File: config.mk
export PLATFORM = sky130hd
export DESIGN_NAME = fuzzy_defuzz
export DESIGN_NICKNAME = d
export VERILOG_FILES = /design/src/rtl/fuzzy_defuzz.sv
export SDC_FILE = /design/constraint.sdc
export NUM_CORES = 1
export LEC_CHECK = 0
export ABC_AREA = 1
export CAP_MARGIN = 10
export CORE_ASPECT_RATIO = 0.6
export CORE_MARGIN = 2
export CORE_UTILIZATION = 58
export DETAILED_ROUTE_END_ITERATION = 8
export PLACE_DENSITY = 0.76
export SLEW_MARGIN = 25
export SYNTH_ARGS = -nofsm -noshare
export SYNTH_HDL_FRONTEND = slang
export SYNTH_SLANG_ARGS = --single-unit
export TNS_END_PERCENT = 30
File: constraint.sdc
create_clock -name clk -period 3.3 [get_ports clk]
set_input_delay 0.495 -clock clk [delete_from_list [all_inputs] [get_ports clk]]
set_output_delay 0.495 -clock clk [all_outputs]
set_load 0.01 [all_outputs]
File: src/rtl/fuzzy_defuzz.sv
// Singleton-centroid defuzzifier: accumulates sum(mu*c) and sum(mu) over a frame,
// then divides with a bit-serial restoring divider and presents a saturated Q7.0 result.
module fuzzy_defuzz #(
  parameter int N_RULES = 9
) (
  input  logic              clk,
  input  logic              rst_n,
  input  logic              in_valid,
  output logic              in_ready,
  input  logic [15:0]       in_mu,
  input  logic signed [7:0] in_c,
  input  logic              in_last,
  output logic              out_valid,
  input  logic              out_ready,
  output logic signed [7:0] out_crisp,
  output logic              out_zero,
  output logic              out_err
);
  localparam int NUM_W = 24 + $clog2(N_RULES);
  localparam int DEN_W = 16 + $clog2(N_RULES);
  localparam int BC_W  = $clog2(N_RULES + 1);
  localparam int DC_W  = $clog2(NUM_W);

  typedef enum logic [1:0] {ACC, DIV, OUT} state_t;
  state_t state;

  logic signed [NUM_W-1:0] num;
  logic [DEN_W-1:0]        den;
  logic [BC_W-1:0]         bcnt;
  logic [NUM_W-1:0]        dvd;
  logic [DEN_W-1:0]        rem;
  logic [DC_W-1:0]         dcnt;
  logic                    neg;
  logic signed [7:0]       crisp;
  logic                    zero, err;

  logic [15:0]             mu_c;
  logic signed [23:0]      mu_s, c_s, prod;
  logic signed [NUM_W-1:0] num_nxt;
  logic [DEN_W-1:0]        den_nxt;
  logic [BC_W-1:0]         bcnt_nxt;
  logic [NUM_W-1:0]        num_abs;
  logic [DEN_W:0]          rem_sh, rem_dif;
  logic                    ge;
  logic [NUM_W-1:0]        q_fin;
  logic [7:0]              sat;

  assign in_ready  = (state == ACC);
  assign out_valid = (state == OUT);
  assign out_crisp = crisp;
  assign out_zero  = zero;
  assign out_err   = err;

  // Strength is Q1.15; anything at or above 1.0 is pinned just below it.
  assign mu_c     = in_mu[15] ? 16'h7FFF : in_mu;
  assign mu_s     = {8'b0, mu_c};
  assign c_s      = {{16{in_c[7]}}, in_c};
  assign prod     = mu_s * c_s;
  assign num_nxt  = num + {{(NUM_W-24){prod[23]}}, prod};
  assign den_nxt  = den + {{(DEN_W-16){1'b0}}, mu_c};
  assign bcnt_nxt = bcnt + 1'b1;
  assign num_abs  = num_nxt[NUM_W-1] ? NUM_W'(-num_nxt) : NUM_W'(num_nxt);

  // One restoring-division step: dividend shifts out MSB first, quotient shifts in at LSB.
  assign rem_sh  = {rem, dvd[NUM_W-1]};
  assign ge      = (rem_sh >= {1'b0, den});
  assign rem_dif = rem_sh - {1'b0, den};
  assign q_fin   = {dvd[NUM_W-2:0], ge};

  always_comb begin
    sat = 8'h00;
    if (!neg) sat = (q_fin > NUM_W'(127)) ? 8'h7F : q_fin[7:0];
    else      sat = (q_fin > NUM_W'(127)) ? 8'h80 : 8'(-q_fin[7:0]);
  end

  always_ff @(posedge clk or negedge rst_n) begin
    if (!rst_n) begin
      state <= ACC;
      num   <= '0;
      den   <= '0;
      bcnt  <= '0;
      dvd   <= '0;
      rem   <= '0;
      dcnt  <= '0;
      neg   <= 1'b0;
      crisp <= '0;
      zero  <= 1'b0;
      err   <= 1'b0;
    end else begin
      case (state)
        ACC: if (in_valid) begin
          num  <= num_nxt;
          den  <= den_nxt;
          bcnt <= bcnt_nxt;
          if (in_last || bcnt_nxt == BC_W'(N_RULES)) begin
            state <= DIV;
            err   <= !in_last;
            dvd   <= num_abs;
            neg   <= num_nxt[NUM_W-1];
            rem   <= '0;
            dcnt  <= '0;
          end
        end
        DIV: begin
          dvd  <= q_fin;
          rem  <= ge ? rem_dif[DEN_W-1:0] : rem_sh[DEN_W-1:0];
          dcnt <= dcnt + 1'b1;
          // Zero denominator still runs the full divide so latency is data-independent.
          if (dcnt == DC_W'(NUM_W-1)) begin
            state <= OUT;
            zero  <= (den == '0);
            crisp <= (den == '0) ? 8'sd0 : $signed(sat);
          end
        end
        OUT: if (out_ready) begin
          state <= ACC;
          num   <= '0;
          den   <= '0;
          bcnt  <= '0;
          err   <= 1'b0;
        end
        default: state <= ACC;
      endcase
    end
  end
endmodule
; Word-level counts from Yosys, hierarchy flattened
; Index checks and enable logic that the tools add are counted.
[word_totals]
word_cells = 75
out_inout_bits = 12
inputBits = 29
ff_bits = 118
[op_classes]
mux = 34
addsub = 7
mul = 1
reduce_logical = 12
eq_ne = 8
magnitude_cmp = 2
[op_table]
columns = operator, n
row1 = $mux W28, 5
row2 = $pmux W28 S2, 2
row3 = $mux W20, 5
row4 = $pmux W20 S2, 2
row5 = $mux W8, 4
row6 = $add A28 B28 Y28, 1
row7 = $gt A28 B7 Y1 const B, 1
row8 = $neg A28 Y28, 1
row9 = $mul A16 B8 Y24, 1
row10 = $ge A21 B20 Y1, 1
row11 = $add A20 B15 Y20, 1
row12 = $logic_not A20 Y1, 1
row13 = $sub A20 B20 Y20, 1
row14 = $mux W15, 1
row15 = $mux W5, 2
row16 = $pmux W5 S2, 1
row17 = $reduce_and A3 Y1, 3
row18 = $mux W2, 4
row19 = $mux W4, 2
row20 = $neg A8 Y8, 1
row21 = $pmux W4 S2, 1
row22 = $reduce_and A4 Y1, 2
row23 = $pmux W2 S3, 1
row24 = $add A5 B1 Y5 const B, 1
row25 = 14 further kinds, 19

; Depth between registers and ports, before layout
; Gate-level depths: netlist of the first run.
[depth]
depth_word = 8
mapped_depth = 42

; Worst setup path before layout of the first run
; No wires, ideal clock.
[synth_path]
path_kind = input port to flip-flop
start = input in_mu[15]
end = register dvd[20]
path_buffers = 2
t_required_ns = 3.175
stages = 39
arrival_time_ns = 6.511
path_slack_ns = -3.336
cell_sequence = clkbuf_1 nor2_1 nand2_1 fa_1 fa_1 inv_1 fa_1 inv_1 fa_1 inv_1 ha_1 a21oi_1 o21ai_0 a21o_1 nand3_1 o21ai_0 nand2_1 nand2_1 [3 not listed] ha_1 nand2_1 inv_1 nand2_1 nand2_1 a21oi_1 nor2_1 nor2_1 nand2_1 nand2_1 nand2_1 nand2_1 nand2_1 inv_2 buf_4 nand3b_1 nand3_1 nand3_1
[synth_via]
elab_chain_cells = 8
[synth_lines]
columns = element, line
row1 = start: declaration, 10  ; input logic [15:0] in_mu,
row2 = $mux W15 (*), 55  ; assign mu_c = in_mu[15] ? 16'h7FFF : in_mu;
row3 = $mul A16 B8 Y24 (*), 58  ; assign prod = mu_s * c_s;
row4 = $add A28 B28 Y28 (*), 59  ; assign num_nxt = num + {{(NUM_W-24){prod[23]}}, prod};
row5 = $neg A28 Y28, 62  ; assign num_abs = num_nxt[NUM_W-1] ? NUM_W'(-num_nxt) : NUM_W'(num_nxt);
row6 = $mux W28 (*), 62
row7 = $mux W28 (*), 95  ; if (in_last || bcnt_nxt == BC_W'(N_RULES)) begin
row8 = $mux W28 (*), 91  ; ACC: if (in_valid) begin
row9 = $pmux W28 S2 (*), 90  ; case (state)
row10 = end signal: assignment, 98  ; dvd <= num_abs;
row11 = end signal: assignment, 105  ; dvd <= q_fin;
row12 = end: declaration, 30  ; logic [NUM_W-1:0] dvd;
; Every way passes the cells marked *; elsewhere a longest branch is shown, timed or not. The select of a mux whose other input is x is not followed.
; A chain may end at the register's enable or synchronous reset.

; Worst setup path in the final report of the first run
[layout_path]
start = input in_mu[6]
end = register dvd[24]
; Same word-level chain as after synthesis.

==> run summary, run 1 <==
Outcome - finished, violations left
Failing checks - negative hold slack, negative setup slack
Largest cells by area after synthesis - dfrtp_1 (21%), nand2_1 (14%), fa_1 (12%)
Depth of the worst register-to-register path - 12
Yosys top cell area share - 21.5%
GR Overflow Total - 0
Routed WL per cell - 18.4 µm
Die area - 25000 µm²
Area Growth Syn to Fin - 40.1%
Drt via density - 5.79
Minimum clock period - 6580 ps
RSZ-0062 raised after global routing - true
Share of post-route cells with drive strength above 1 - 30.6%
Final core area utilization - 83.1%
Port Buffer Count - 40
EDFF count, synth - 0
Hold_ws - -5.50 ps
Final instance area - 19300 µm²
Detailed placer's ending HPWL - 34.9 mm
Seq cells post-synth - 118
Placed instance area - 16700 µm²
Final GP Congestion - 1.02
DRT Wirelength - 50.1 mm
Num rows - 43
Mean Syn Cell Area - 6.80 µm²
Max Root-Sink Buffers - 2
Reg area - 2950 µm²
Slew Viols, Final - 0
Largest net degree at the start of global routing - 88
Area of the multi-input gates - 10600 µm²
Distinct cells, synth - 46
Type of element capturing the critical path - flop
Initial antenna violation count - 0
Tightest Pin Transition - 795 ps
Slew margin rel. - 46.9%
DRC - 0
CP Max Fanout - 4
R2R Setup Slk - 180 ps
Setup ws final - -3280 ps
Synth warnings - 0
DR iter-0 viols - 1775
Finish-stage setup viols - 53
CTS root buf - clkbuf_16
Crit Path Category - primary input to flop
Most instantiated cells after synthesis - nand2_1 (510), inv_1 (373), nor2_1 (221), nand3_1 (135), ha_1 (126)
Worst-skew pair later-pin latency - 450 ps
Startpoint Class - primary input
Worst hold path class - primary input to async pin
Asr flop ratio synth - 100%
Cts hold-fix bufs - 0
Period utilization - 199%
H-tree levels - 4
Worst clock skew - 16.1 ps
Hold Vio Cnt, Final - 2
Required time of the worst setup path - 3640 ps
Max-cap violations - 0
# nets final - 2635
Critical register-to-register path endpoint - rem[16]$_DFFE_PN0P_
Most common flop cell mapped by yosys - dfrtp_1
# IOs - 41
Vias in the first global route - 15100
Starting Density - 59.3%
CTS clk-pin slew, worst paths - 60 ps
Via count - 15800
Clk sinks - 118
Top achievable clock speed - 152 MHz
CTS Buf Count - 17
Cell count after synthesis - 2022
Area leader, netlist - dfrtp_1
Max incr delay on CP - 560 ps
R2R Path Start - dvd[27]$_DFFE_PN0P_
Sequential fraction of the synthesis area - 21.5%
Die width - 203 µm
Number of iterations in the first detailed-routing pass - 8
FILL cells - 1455
Syn nets - 2259
First-pass GRT wire length - 76.0 mm
Total track usage - 38.8%
Antenna viol nets, final - 0
Setup TNS - -137880 ps
Core area - 23200 µm²
Arrival time of the worst setup path - 6910 ps
Most frequent cell after synthesis - nand2_1
Die H - 123 µm
CTS tree - built
Number of inserted diodes - 0
Mapped Area - 13800 µm²
CP max stage cell - fa_1
kinds of logic (layout without fill, tap and decap cells):
logic type               count (synthesis)  in the layout  synth area share [%]
AND/OR/NAND/NOR                        967            967                  29.8
buffers and inverters                  420            809                  11.6
AO/OA/AOI/OAI                          267            267                  11.0
adder cells (fa/ha/maj)                208            208                  23.4
flip-flops                             118            118                  21.5
XOR/XNOR                                42             42                  2.68
worst max path at each step:
| stage | start | end | slack (ps) |
|---|---|---|---|
| detailed placement | in_mu[15] | dvd[27]$_DFFE_PN0P_ | -4050 |
| finish | in_mu[6] | dvd[24]$_DFFE_PN0P_ | -3280 |
| global route | in_mu[15] | dvd[24]$_DFFE_PN0P_ | -3580 |
| global placement | in_mu[15] | dvd[27]$_DFFE_PN0P_ | -3950 |
| CTS | in_mu[15] | dvd[25]$_DFFE_PN0P_ | -2870 |
| floorplan | in_mu[15] | dvd[20]$_DFFE_PN0P_ | -2670 |
metal layers:
| layer | up-vias | global-route usage, % | wire length [µm] |
|---|---|---|---|
| li1 | 7168 | - | - |
| met1 | 7446 | 53.2 | 20900 |
| met2 | 945 | 60.8 | 21800 |
| met3 | 214 | 9.54 | 5420 |
| met4 | 0 | 12.7 | 1960 |
| met5 | - | 0 | 0 |
sequential cells by signal (all words and copies together) (netlist names):
signal,flops
out_zero,1
state,2
rem,20
den,20
dcnt,5
neg,1
dvd,28
num,28
bcnt,4
out_crisp,8
out_err,1
critical path: cells and delay by family:
family | cells | cell delay [ps]
adder cells (fa/ha/maj) | 6 | 2740
AND/OR/NAND/NOR | 21 | 2410
buffers and inverters | 6 | 660
AO/OA/AOI/OAI | 3 | 400
XOR/XNOR | 1 | 150
layout by cell type, fill, tap and decap left out, types with 7 or more instances in the layout:
cell	n
clkdlybuf4s50_1	17
nor2_4	26
o31ai_1	7
o21ai_1	13
a21oi_1	64
inv_2	43
nand2_2	76
dlygate4sd2_1	18
a32o_1	7
nand2_1	434
buf_4	323
nor2_2	51
nor4_1	10
o21ai_2	11
inv_1	329
o21bai_1	9
xor2_1	24
nand4_1	25
nand3_1	110
fa_2	9
ha_1	95
dfrtp_1	118
xnor2_1	13
o21ai_0	78
nand2_4	16
nor3_1	9
a21oi_2	21
fa_1	73
buf_6	21
nor2_1	156
ha_4	29
a21o_1	9
clkbuf_16	18
o22ai_1	20
nand3b_1	8
nand3_2	26
stage by stage:
stage          setup slack [ps]  cells
2_1_floorplan             -2670   2022
3_3_place_gp              -3950   2621
3_5_place_dp              -4050   2621
4_1_cts                   -2870   2698
5_1_grt                   -3580   2726
6_report                  -3280   2726
area by class of cell:
| class | count | share of cell area (%) |
|---|---|---|
| multi-input combinational | 1484 | 55.1 |
| inverter | 383 | 7.63 |
| sequential | 118 | 15.3 |
| timing repair buffer | 393 | 16.9 |
| clock inverter | 14 | 0.643 |
| tap | 315 | 2.05 |
| timing repair inverter | 1 | 0.0390 |
| clock buffer | 18 | 2.28 |
repair_timing:
action	4_1_cts	5_1_grt
pin swaps	127	105
gates cloned	4	1
hold endpoints to repair	0	0
setup buffers	42	29
endpoints found under the setup margin	53	53
resized for setup	233	173
Power of run 1 is not shown: default switching activity piles up to over one toggle a cycle in this logic, so the estimate is an artifact.
==> run 2, diff against run 1 <==
--- a/config.mk
+++ b/config.mk
@@ -12,6 +12,7 @@
 export CORE_UTILIZATION = 58
 export DETAILED_ROUTE_END_ITERATION = 8
 export PLACE_DENSITY = 0.76
+export REMOVE_ABC_BUFFERS = 1
 export SLEW_MARGIN = 25
 export SYNTH_ARGS = -nofsm -noshare
 export SYNTH_HDL_FRONTEND = slang
==> run 2 against run 1 <==
  * The run ends with negative setup slack left
  * Register-to-register slack improved by 110 ps
  * Count of clock-buffer cells in the layout decreased by 1
  * Sequential share of layout area decreased by 0.19 points
  * Cell area increased by 1.3%
  * Wire length increased by 5.3%
  * Utilization increased by 1.1 points
  * Flip-flop and latch count unchanged
  * Worst hold slack improved by 93 ps
  * Setup slack improved by 110 ps
  * Via count increased by 1.1%
  * First-iteration DRC count increased by 5.1%
  * Critical endpoint is now dvd[23]$_DFFE_PN0P_
==> run summary, run 2 (synthesized netlist as in run 1, its figures left out) <==
Crit Path Category - primary input to flop
Startpoint Class - primary input
# nets final - 2650
Arrival time of the worst setup path - 6810 ps
Minimum clock period - 6470 ps
Initial antenna violation count - 2
Die area - 25000 µm²
Starting Density - 59.3%
Hold Vio Cnt, Final - 0
CTS clk-pin slew, worst paths - 70 ps
Antenna viol nets, final - 0
Detailed placer's ending HPWL - 36.3 mm
RSZ-0062 raised after global routing - true
Period utilization - 196%
Commonest non-fill, non-tap cell in the layout - nand2_1
Max incr delay on CP - 560 ps
Outcome - finished, violations left
Cts hold-fix bufs - 0
Share of post-route cells with drive strength above 1 - 31.7%
Finish-stage setup viols - 52
Number of iterations in the first detailed-routing pass - 8
DRT Wirelength - 52.7 mm
Slew margin rel. - 50.8%
H-tree levels - 4
CTS Buf Count - 17
CP Max Fanout - 7
Largest net degree at the start of global routing - 53
Worst hold path class - primary input to async pin
Core area - 23200 µm²
Final GP Congestion - 1.05
Most used cell, CP - nand2_1
Top achievable clock speed - 154 MHz
Die H - 123 µm
Num rows - 43
Max Root-Sink Buffers - 2
Place WS - -4440 ps
Slew Viols, Final - 0
Vias in the first global route - 15000
CTS tree - built
Worst clock skew - 14.3 ps
Max-cap violations - 0
Routed WL per cell - 19.2 µm
Worst-skew pair later-pin latency - 450 ps
Total track usage - 40.7%
Die width - 203 µm
Setup ws final - -3170 ps
Failing checks - negative setup slack
Final core area utilization - 84.1%
First-pass GRT wire length - 79.0 mm
GR Overflow Total - 0
Top flop regs - dvd: 28 flops, num: 28 flops
Clk sinks - 118
Required time of the worst setup path - 3640 ps
CTS root buf - clkbuf_16
Via count - 15900
Drt via density - 5.81
DR iter-0 viols - 1865
Tightest Pin Transition - 737 ps
DRC - 0
Port Buffer Count - 40
Type of element capturing the critical path - flop
# IOs - 41
Most frequent cells in the layout - nand2_1 (433), inv_1 (330), buf_4 (321)
CP max stage cell - fa_1
Area Growth Syn to Fin - 41.8%
[run 2: path summary, 6_finish.rpt]
| path | depth (start not counted) | slack [ps] | endpoint | from |
|---|---|---|---|---|
| max | 41 | -3170 | dvd[23]$_DFFE_PN0P_ | in_c[5] |
| min | 1 | 90 | den[6]$_DFFE_PN0P_ | rst_n |
| max reg2reg | 14 | 290 | den[18]$_DFFE_PN0P_ | den[0]$_DFFE_PN0P_ |
| min reg2reg | 2 | 480 | out_crisp[6]$_DFFE_PN0P_ | out_crisp[6]$_DFFE_PN0P_ |
| max in group asynchronous | 2 | 2400 | dcnt[0]$_DFFE_PN0P_ | rst_n |
| min in group clk | 2 | 480 | out_crisp[6]$_DFFE_PN0P_ | out_crisp[6]$_DFFE_PN0P_ |
[run 2: through the flow]
step	cell area, µm²	TNS (ps)	cells	hold slack (ps)
floorplan	13600	-146350	1985	199
global placement	16700	-195950	2650	463
detailed placement	16700	-205280	2650	469
CTS	18800	-122030	2727	104
global route	19500	-147520	2741	131
finish	19500	-137220	2742	87.4
[run 2: per-layer routing]
metal	track usage, %	up-vias	share of wire [%]
met5	0	-	0.015
met4	12.8	2	3.8
met3	12.9	192	14
met2	61.0	1012	42
met1	56.4	7546	40
li1	-	7189	-
[run 2: what timing repair did]
action,CTS,global route
pin swaps,147,83
setup buffers,45,12
setup endpoints to repair,56,53
resized for setup,377,144
gates cloned,1,2
[run 2: cell type report]
class                      instances  area (µm²)
antenna                            1        2.50
clock buffer                      17         425
clock inverter                    15         169
fill                            1353        3680
inverter                         383        1470
multi-input combinational       1484       10700
sequential                       118        2950
tap                              315         394
timing repair buffer             409        3410
[run 2: critical path, delay by kind of cell]
family	cells	cell delay, ps
buffers and inverters	13	1550
and+or+nand+nor	21	2050
AOI/OAI and AO/OA	1	90
adders and majority gates	6	2610
Power of run 2 is left out for the same reason.
